File: src/rtl/writeback_arbiter.sv
// writeback_arbiter: merges ALU and load results onto the single register-file
// write port. Loads have priority; ALU results that cannot go straight to the
// port wait in a small FIFO. A starve counter guarantees the FIFO head
// eventually drains under a continuous load stream.
// Optional feature: define WB_PERF_CNT_EN to add the retired_writes counter.
module writeback_arbiter #(
    parameter int ADDR_WIDTH     = 5,
    parameter int DATA_WIDTH     = 64,
    parameter int ALU_FIFO_DEPTH = 2,
    parameter int STARVE_LIMIT   = 4
) (
    input  logic                  clk,
    input  logic                  reset,
    input  logic                  alu_valid,
    output logic                  alu_ready,
    input  logic [ADDR_WIDTH-1:0] alu_rd_addr,
    input  logic [DATA_WIDTH-1:0] alu_rd_data,
    input  logic                  ld_valid,
    output logic                  ld_ready,
    input  logic [ADDR_WIDTH-1:0] ld_rd_addr,
    input  logic [DATA_WIDTH-1:0] ld_rd_data,
    input  logic [1:0]            ld_size,
    input  logic                  ld_unsigned,
    output logic                  reg_write_en,
    output logic [ADDR_WIDTH-1:0] rd_addr,
    output logic [DATA_WIDTH-1:0] rd_data,
    output logic [ADDR_WIDTH-1:0] clear_busy_addr
`ifdef WB_PERF_CNT_EN
    ,
    output logic [63:0]           retired_writes
`endif
);

    localparam int PTR_W = (ALU_FIFO_DEPTH > 1) ? $clog2(ALU_FIFO_DEPTH) : 1;
    localparam int CNT_W = $clog2(ALU_FIFO_DEPTH + 1);
    localparam int STV_W = $clog2(STARVE_LIMIT + 1);

    localparam logic [CNT_W-1:0] FIFO_FULL_CNT = CNT_W'(ALU_FIFO_DEPTH);
    localparam logic [STV_W-1:0] STARVE_MAX    = STV_W'(STARVE_LIMIT);

    // Low-aligned load data widened to a full register; size 11 passes through.
    function automatic logic [DATA_WIDTH-1:0] extend_load(
        input logic [DATA_WIDTH-1:0] raw,
        input logic [1:0]            size,
        input logic                  is_unsigned
    );
        logic fill;
        logic [DATA_WIDTH-1:0] result;
        case (size)
            2'b00: begin
                fill   = !is_unsigned && raw[7];
                result = {{(DATA_WIDTH-8){fill}}, raw[7:0]};
            end
            2'b01: begin
                fill   = !is_unsigned && raw[15];
                result = {{(DATA_WIDTH-16){fill}}, raw[15:0]};
            end
            2'b10: begin
                fill   = !is_unsigned && raw[31];
                result = {{(DATA_WIDTH-32){fill}}, raw[31:0]};
            end
            default: begin
                fill   = 1'b0;
                result = raw;
            end
        endcase
        return result;
    endfunction

    logic [ADDR_WIDTH-1:0] fifo_addr [ALU_FIFO_DEPTH];
    logic [DATA_WIDTH-1:0] fifo_data [ALU_FIFO_DEPTH];
    logic [PTR_W-1:0]      head;
    logic [PTR_W-1:0]      tail;
    logic [CNT_W-1:0]      count;
    logic [STV_W-1:0]      starve_cnt;

    logic fifo_full;
    logic fifo_empty;
    logic starve_hit;
    logic ld_wr;
    logic fifo_pop;
    logic alu_keep;
    logic alu_bypass;
    logic fifo_push;

    logic                  wr_en_p0;
    logic [ADDR_WIDTH-1:0] wr_addr_p0;
    logic [DATA_WIDTH-1:0] wr_data_p0;

    // ---- stage p0: arbitration and handshakes ----
    // A load to x0 is consumed but does not occupy the port, so the FIFO
    // head may still drain that cycle.
    assign fifo_full  = (count == FIFO_FULL_CNT);
    assign fifo_empty = (count == '0);
    assign starve_hit = fifo_full && (starve_cnt == STARVE_MAX);
    assign ld_ready   = !starve_hit;
    assign ld_wr      = ld_valid && ld_ready && (ld_rd_addr != '0);
    assign fifo_pop   = !ld_wr && !fifo_empty;
    assign alu_ready  = !fifo_full || fifo_pop;
    assign alu_keep   = alu_valid && alu_ready && (alu_rd_addr != '0);
    assign alu_bypass = alu_keep && !ld_wr && fifo_empty;
    assign fifo_push  = alu_keep && !alu_bypass;

    // Select the single write for this cycle: load, then FIFO head, then bypass.
    always_comb begin
        wr_en_p0   = 1'b0;
        wr_addr_p0 = '0;
        wr_data_p0 = '0;
        if (ld_wr) begin
            wr_en_p0   = 1'b1;
            wr_addr_p0 = ld_rd_addr;
            wr_data_p0 = extend_load(ld_rd_data, ld_size, ld_unsigned);
        end else if (fifo_pop) begin
            wr_en_p0   = 1'b1;
            wr_addr_p0 = fifo_addr[head];
            wr_data_p0 = fifo_data[head];
        end else if (alu_bypass) begin
            wr_en_p0   = 1'b1;
            wr_addr_p0 = alu_rd_addr;
            wr_data_p0 = alu_rd_data;
        end
    end

    // FIFO payload storage; validity is tracked by the pointers and count.
    always_ff @(posedge clk) begin
        if (fifo_push) begin
            fifo_addr[tail] <= alu_rd_addr;
            fifo_data[tail] <= alu_rd_data;
        end
    end

    // FIFO pointers, occupancy and starve counter.
    always_ff @(posedge clk or negedge reset) begin
        if (!reset) begin
            head       <= '0;
            tail       <= '0;
            count      <= '0;
            starve_cnt <= '0;
        end else begin
            if (fifo_pop) begin
                head <= head + PTR_W'(1);
            end
            if (fifo_push) begin
                tail <= tail + PTR_W'(1);
            end
            case ({fifo_push, fifo_pop})
                2'b10:   count <= count + CNT_W'(1);
                2'b01:   count <= count - CNT_W'(1);
                default: count <= count;
            endcase
            if (fifo_pop || !fifo_full) begin
                starve_cnt <= '0;
            end else if (ld_wr && (starve_cnt != STARVE_MAX)) begin
                starve_cnt <= starve_cnt + STV_W'(1);
            end
        end
    end

    // ---- stage p1: registered write port ----
    // Write port register; address/data hold their last value between writes.
    always_ff @(posedge clk or negedge reset) begin
        if (!reset) begin
            reg_write_en    <= 1'b0;
            rd_addr         <= '0;
            rd_data         <= '0;
            clear_busy_addr <= '0;
        end else begin
            reg_write_en    <= wr_en_p0;
            clear_busy_addr <= wr_en_p0 ? wr_addr_p0 : '0;
            if (wr_en_p0) begin
                rd_addr <= wr_addr_p0;
                rd_data <= wr_data_p0;
            end
        end
    end

`ifdef WB_PERF_CNT_EN
    // Count every cycle the write strobe is high; wraps naturally at 2^64.
    always_ff @(posedge clk or negedge reset) begin
        if (!reset) begin
            retired_writes <= '0;
        end else begin
            retired_writes <= retired_writes + 64'(reg_write_en);
        end
    end
`endif

endmodule

File: config.mk
export PLATFORM = sky130hd
export DESIGN_NAME = writeback_arbiter
export DESIGN_NICKNAME = d
export VERILOG_FILES = /design/src/rtl/writeback_arbiter.sv
export SDC_FILE = /design/constraint.sdc
export NUM_CORES = 1
export LEC_CHECK = 0
export CAP_MARGIN = 5
export CORE_UTILIZATION = 50
export DETAILED_ROUTE_END_ITERATION = 8
export PLACE_DENSITY_LB_ADDON = 0.25
export SETUP_SLACK_MARGIN = 0.1
export SLEW_MARGIN = 20
export SYNTH_ARGS = -nofsm -noshare
export SYNTH_HDL_FRONTEND = slang
export SYNTH_SLANG_ARGS = --single-unit
File: constraint.sdc
create_clock -name clk -period 6.7 [get_ports clk]
set_clock_uncertainty 0.1 [all_clocks]
set_input_delay 2.01 -clock clk [delete_from_list [all_inputs] [get_ports clk]]
set_output_delay 2.01 -clock clk [all_outputs]
set_load 0.01 [all_outputs]
==> results.yml <==
outcome:
  outcome: "finished, final reports clean"
critical_path:
  required_ns: 4.59
  r2r_cells: 9
  cp_max_fo: 5
  cpPeakStageDelay_ns: 0.54
  crit_type: "in -> out"
  path_delay_family: "buffers and inverters"
  crit_arrival_ns: 3.87
  startpoint: "ld_rd_addr[0]"
  crit_path_top_delay_cell: "clkdlybuf4s50_1"
  reg2reg_slack_ns: 3.51
  end_kind: "output port"
  cpMostUsedCell: "clkdlybuf4s50_1"
  cp.depth: 5
  critPathBufInv: 2
  r2r_end: "fifo_data[0][43]$_DFFE_PP_"
  crit_end: "alu_ready"
  r2r_start: "starve_cnt[0]$_DFFE_PN0P_"
  crit_chain: "clkdlybuf4s50_1, or3_4, o311a_4, nand3b_4, clkdlybuf4s50_1"
  start_kind: "input pin"
cts:
  postCtsHoldBufs: 0
  cts_max_level: 1
  clockBufferDepth: 3
  cts_resized: 0
  cts_setup_buffers: 0
  cts_made_buffers: 23
  insertion_delay_ns: 0.49
  cts_tree: "done"
  cts_sinks: 220
  clk_pin_slew_worst_paths_ns: 0.06
  cts_root_buf: "clkbuf_16"
synth:
  synth_edf_count: 138
  yosys_warnings: 0
  syn_inst: 685
  ys_types: 40
  yosysSeqAreaShare: 0.652
  syn_area_per_cell_sq_um: 13.9
  synth_flop_cell: "edfxtp_1"
  ys_ff_latch: 220
  syn_area_sq_um: 9510
  synth_nets: 833
  synthArstFlopShare: 0.373
routing:
  route.detailed.wl_per_inst_microns: 20.5
  drtAntennaViolNets: 0
  post-route-drc-count: 0
  via_per_inst: 5.82
  vias: 6636
  first_pass_iters: 5
  drt_wl_total_microns: 23400
  drt_iter0_markers: 417
die:
  coreArea_sq_um: 18600
  num_rows: 50
  io_pins: 222
  fp.dieW_microns: 140
  initial_core_util: 0.510
  die_height_microns: 140
  dieArea_sq_um: 19600
worst_hold_path:
  hp-class: "reg -> reg"
power:
  p_per_area_nw_per_um2: 381
  ir_drop_mv: 0.261
  power_leakage_nw: 4.86
placement:
  dpl_worst_slack_ns: 0.717
  gp_congestion: 0.770
  place_area_sq_um: 11900
  io_buffers: 221
  dp_hpwl_microns: 15000
layout:
  final_area_sq_um: 12800
  fillCellCount: 1297
  layout_commonest_cell: "clkdlybuf4s50_1"
  multiInputGateArea_sq_um: 3080
  final_cell_mix: "220 x clkdlybuf4s50_1, 138 x edfxtp_1, 113 x mux2i_1"
  seq_area_sq_um: 6200
  nets: 1038
  syn_to_final_growth_pct: 34.4
  drive_gt1_frac: 0.0861
  finish.utilization: 0.685
timing:
  setup_tns_ns: 0
  min_period_ns: 5.98
  worst_pin_slew_ns: 0.834
  max_freq_ghz: 0.167
  drv_slew: 0
  worst_slack_ns: 0.721
  max_slew_margin: 0.444
  fin_crit_sh: 0.892
  grt_setup_unrepaired: "no"
  final-hold-violation-count: 0
  setup_viol: 0
global_route:
  antenna_found_initial: 1
  globalRouteOverflowTotal: 0
  grt_max_degree: 86
  grt_pass1_wl_microns: 36900
  grt_pass1_vias: 6925
  grtUsageTotal: 0.241
job:
  maxCapViolations: 0
## flip-flops by register name, summed over array words and instances (netlist names)
| signal | cells |
|---|---|
| fifo_addr | 10 |
| fifo_data | 128 |
| count | 2 |
| tail | 1 |
| head | 1 |
| reg_write_en | 1 |
| clear_busy_addr | 5 |
| rd_data | 64 |
| starve_cnt | 3 |
| rd_addr | 5 |
## stage by stage
stage               hold WS [ns]  cells  total power (W)
floorplan                  0.331    685          0.00283
global placement           0.342   1098          0.00344
detailed placement         0.383   1098          0.00351
CTS                        0.391   1139          0.00490
global route               0.397   1141          0.00509
finish                     0.394   1141          0.00487
## worst register-to-register path: stages (launching register included)
cell and delay, ns:
dfrtp_1 0.39, inv_1 0.07, ha_1 0.20, nand4b_1 0.25, o311a_4 0.27, buf_4 0.34, nor2_4 0.07, or3b_1 0.51
nor2_4 0.14, buf_4 0.48
## report_power, final
part | internal (W) | total [W] | leakage (nW) | switching, W
clock network | 0.000870 | 0.00138 | 0.406 | 0.000511
logic | 0.000710 | 0.00144 | 2.21 | 0.000727
registers | 0.00184 | 0.00205 | 2.24 | 0.000206
## synthesized netlist by cell type, drive strengths merged, types with 4 or more instances
| library cell | number | share of area |
|---|---|---|
| xnor2 | 4 | 0.0045 |
| clkbuf | 35 | 0.014 |
| inv | 4 | 0.0016 |
| a211oi | 30 | 0.024 |
| dfrtp | 82 | 0.22 |
| buf | 22 | 0.014 |
| nor2b | 15 | 0.0099 |
| mux2 | 6 | 0.0071 |
| a21oi | 54 | 0.028 |
| nand2 | 45 | 0.018 |
| edfxtp | 138 | 0.44 |
| a32o | 33 | 0.035 |
| o21ai | 31 | 0.016 |
| nand3 | 24 | 0.013 |
| a2111oi | 15 | 0.014 |
| mux2i | 113 | 0.12 |
| a21boi | 4 | 0.0032 |
| nor2 | 10 | 0.0039 |
## how the worst min path moves through the flow
stage | from | to | cells past startpoint
final | starve_cnt[0]$_DFFE_PN0P_ | starve_cnt[0]$_DFFE_PN0P_ | 1
after CTS | starve_cnt[0]$_DFFE_PN0P_ | starve_cnt[0]$_DFFE_PN0P_ | 1
after floorplan | starve_cnt[0]$_DFFE_PN0P_ | starve_cnt[0]$_DFFE_PN0P_ | 1
after detailed placement | starve_cnt[0]$_DFFE_PN0P_ | starve_cnt[0]$_DFFE_PN0P_ | 1
after global routing | starve_cnt[0]$_DFFE_PN0P_ | starve_cnt[0]$_DFFE_PN0P_ | 1
after global placement | starve_cnt[0]$_DFFE_PN0P_ | starve_cnt[0]$_DFFE_PN0P_ | 1
## layer usage
metal | GRT usage | wire [microns] | up-vias
met5 | 0 | 0 | -
met4 | 0.0746 | 402 | 0
met3 | 0.0434 | 1440 | 28
met2 | 0.421 | 11800 | 255
met1 | 0.306 | 9810 | 3296
li1 | - | - | 3057
## logic make-up after synthesis
| group | Yosys count | synth area share |
|---|---|---|
| compound gates | 173 | 0.129 |
| xor+xnor | 6 | 0.00632 |
| fa+ha+maj | 3 | 0.00395 |
| buf+inv | 61 | 0.0290 |
| flops | 220 | 0.652 |
| mux | 119 | 0.126 |
| simple gates | 103 | 0.0536 |
## layout make-up
| cell class | count | share of cell area |
|---|---|---|
| diodes | 1 | 0.000196 |
| clock buffers | 25 | 0.0464 |
| inverters | 4 | 0.00118 |
| clock inverters | 16 | 0.0183 |
| repair buffers | 237 | 0.184 |
| multi-input cells | 404 | 0.241 |
| well taps | 234 | 0.0229 |
| flip-flops and latches | 220 | 0.485 |
Note: power is estimated with default switching activity, not from simulation.
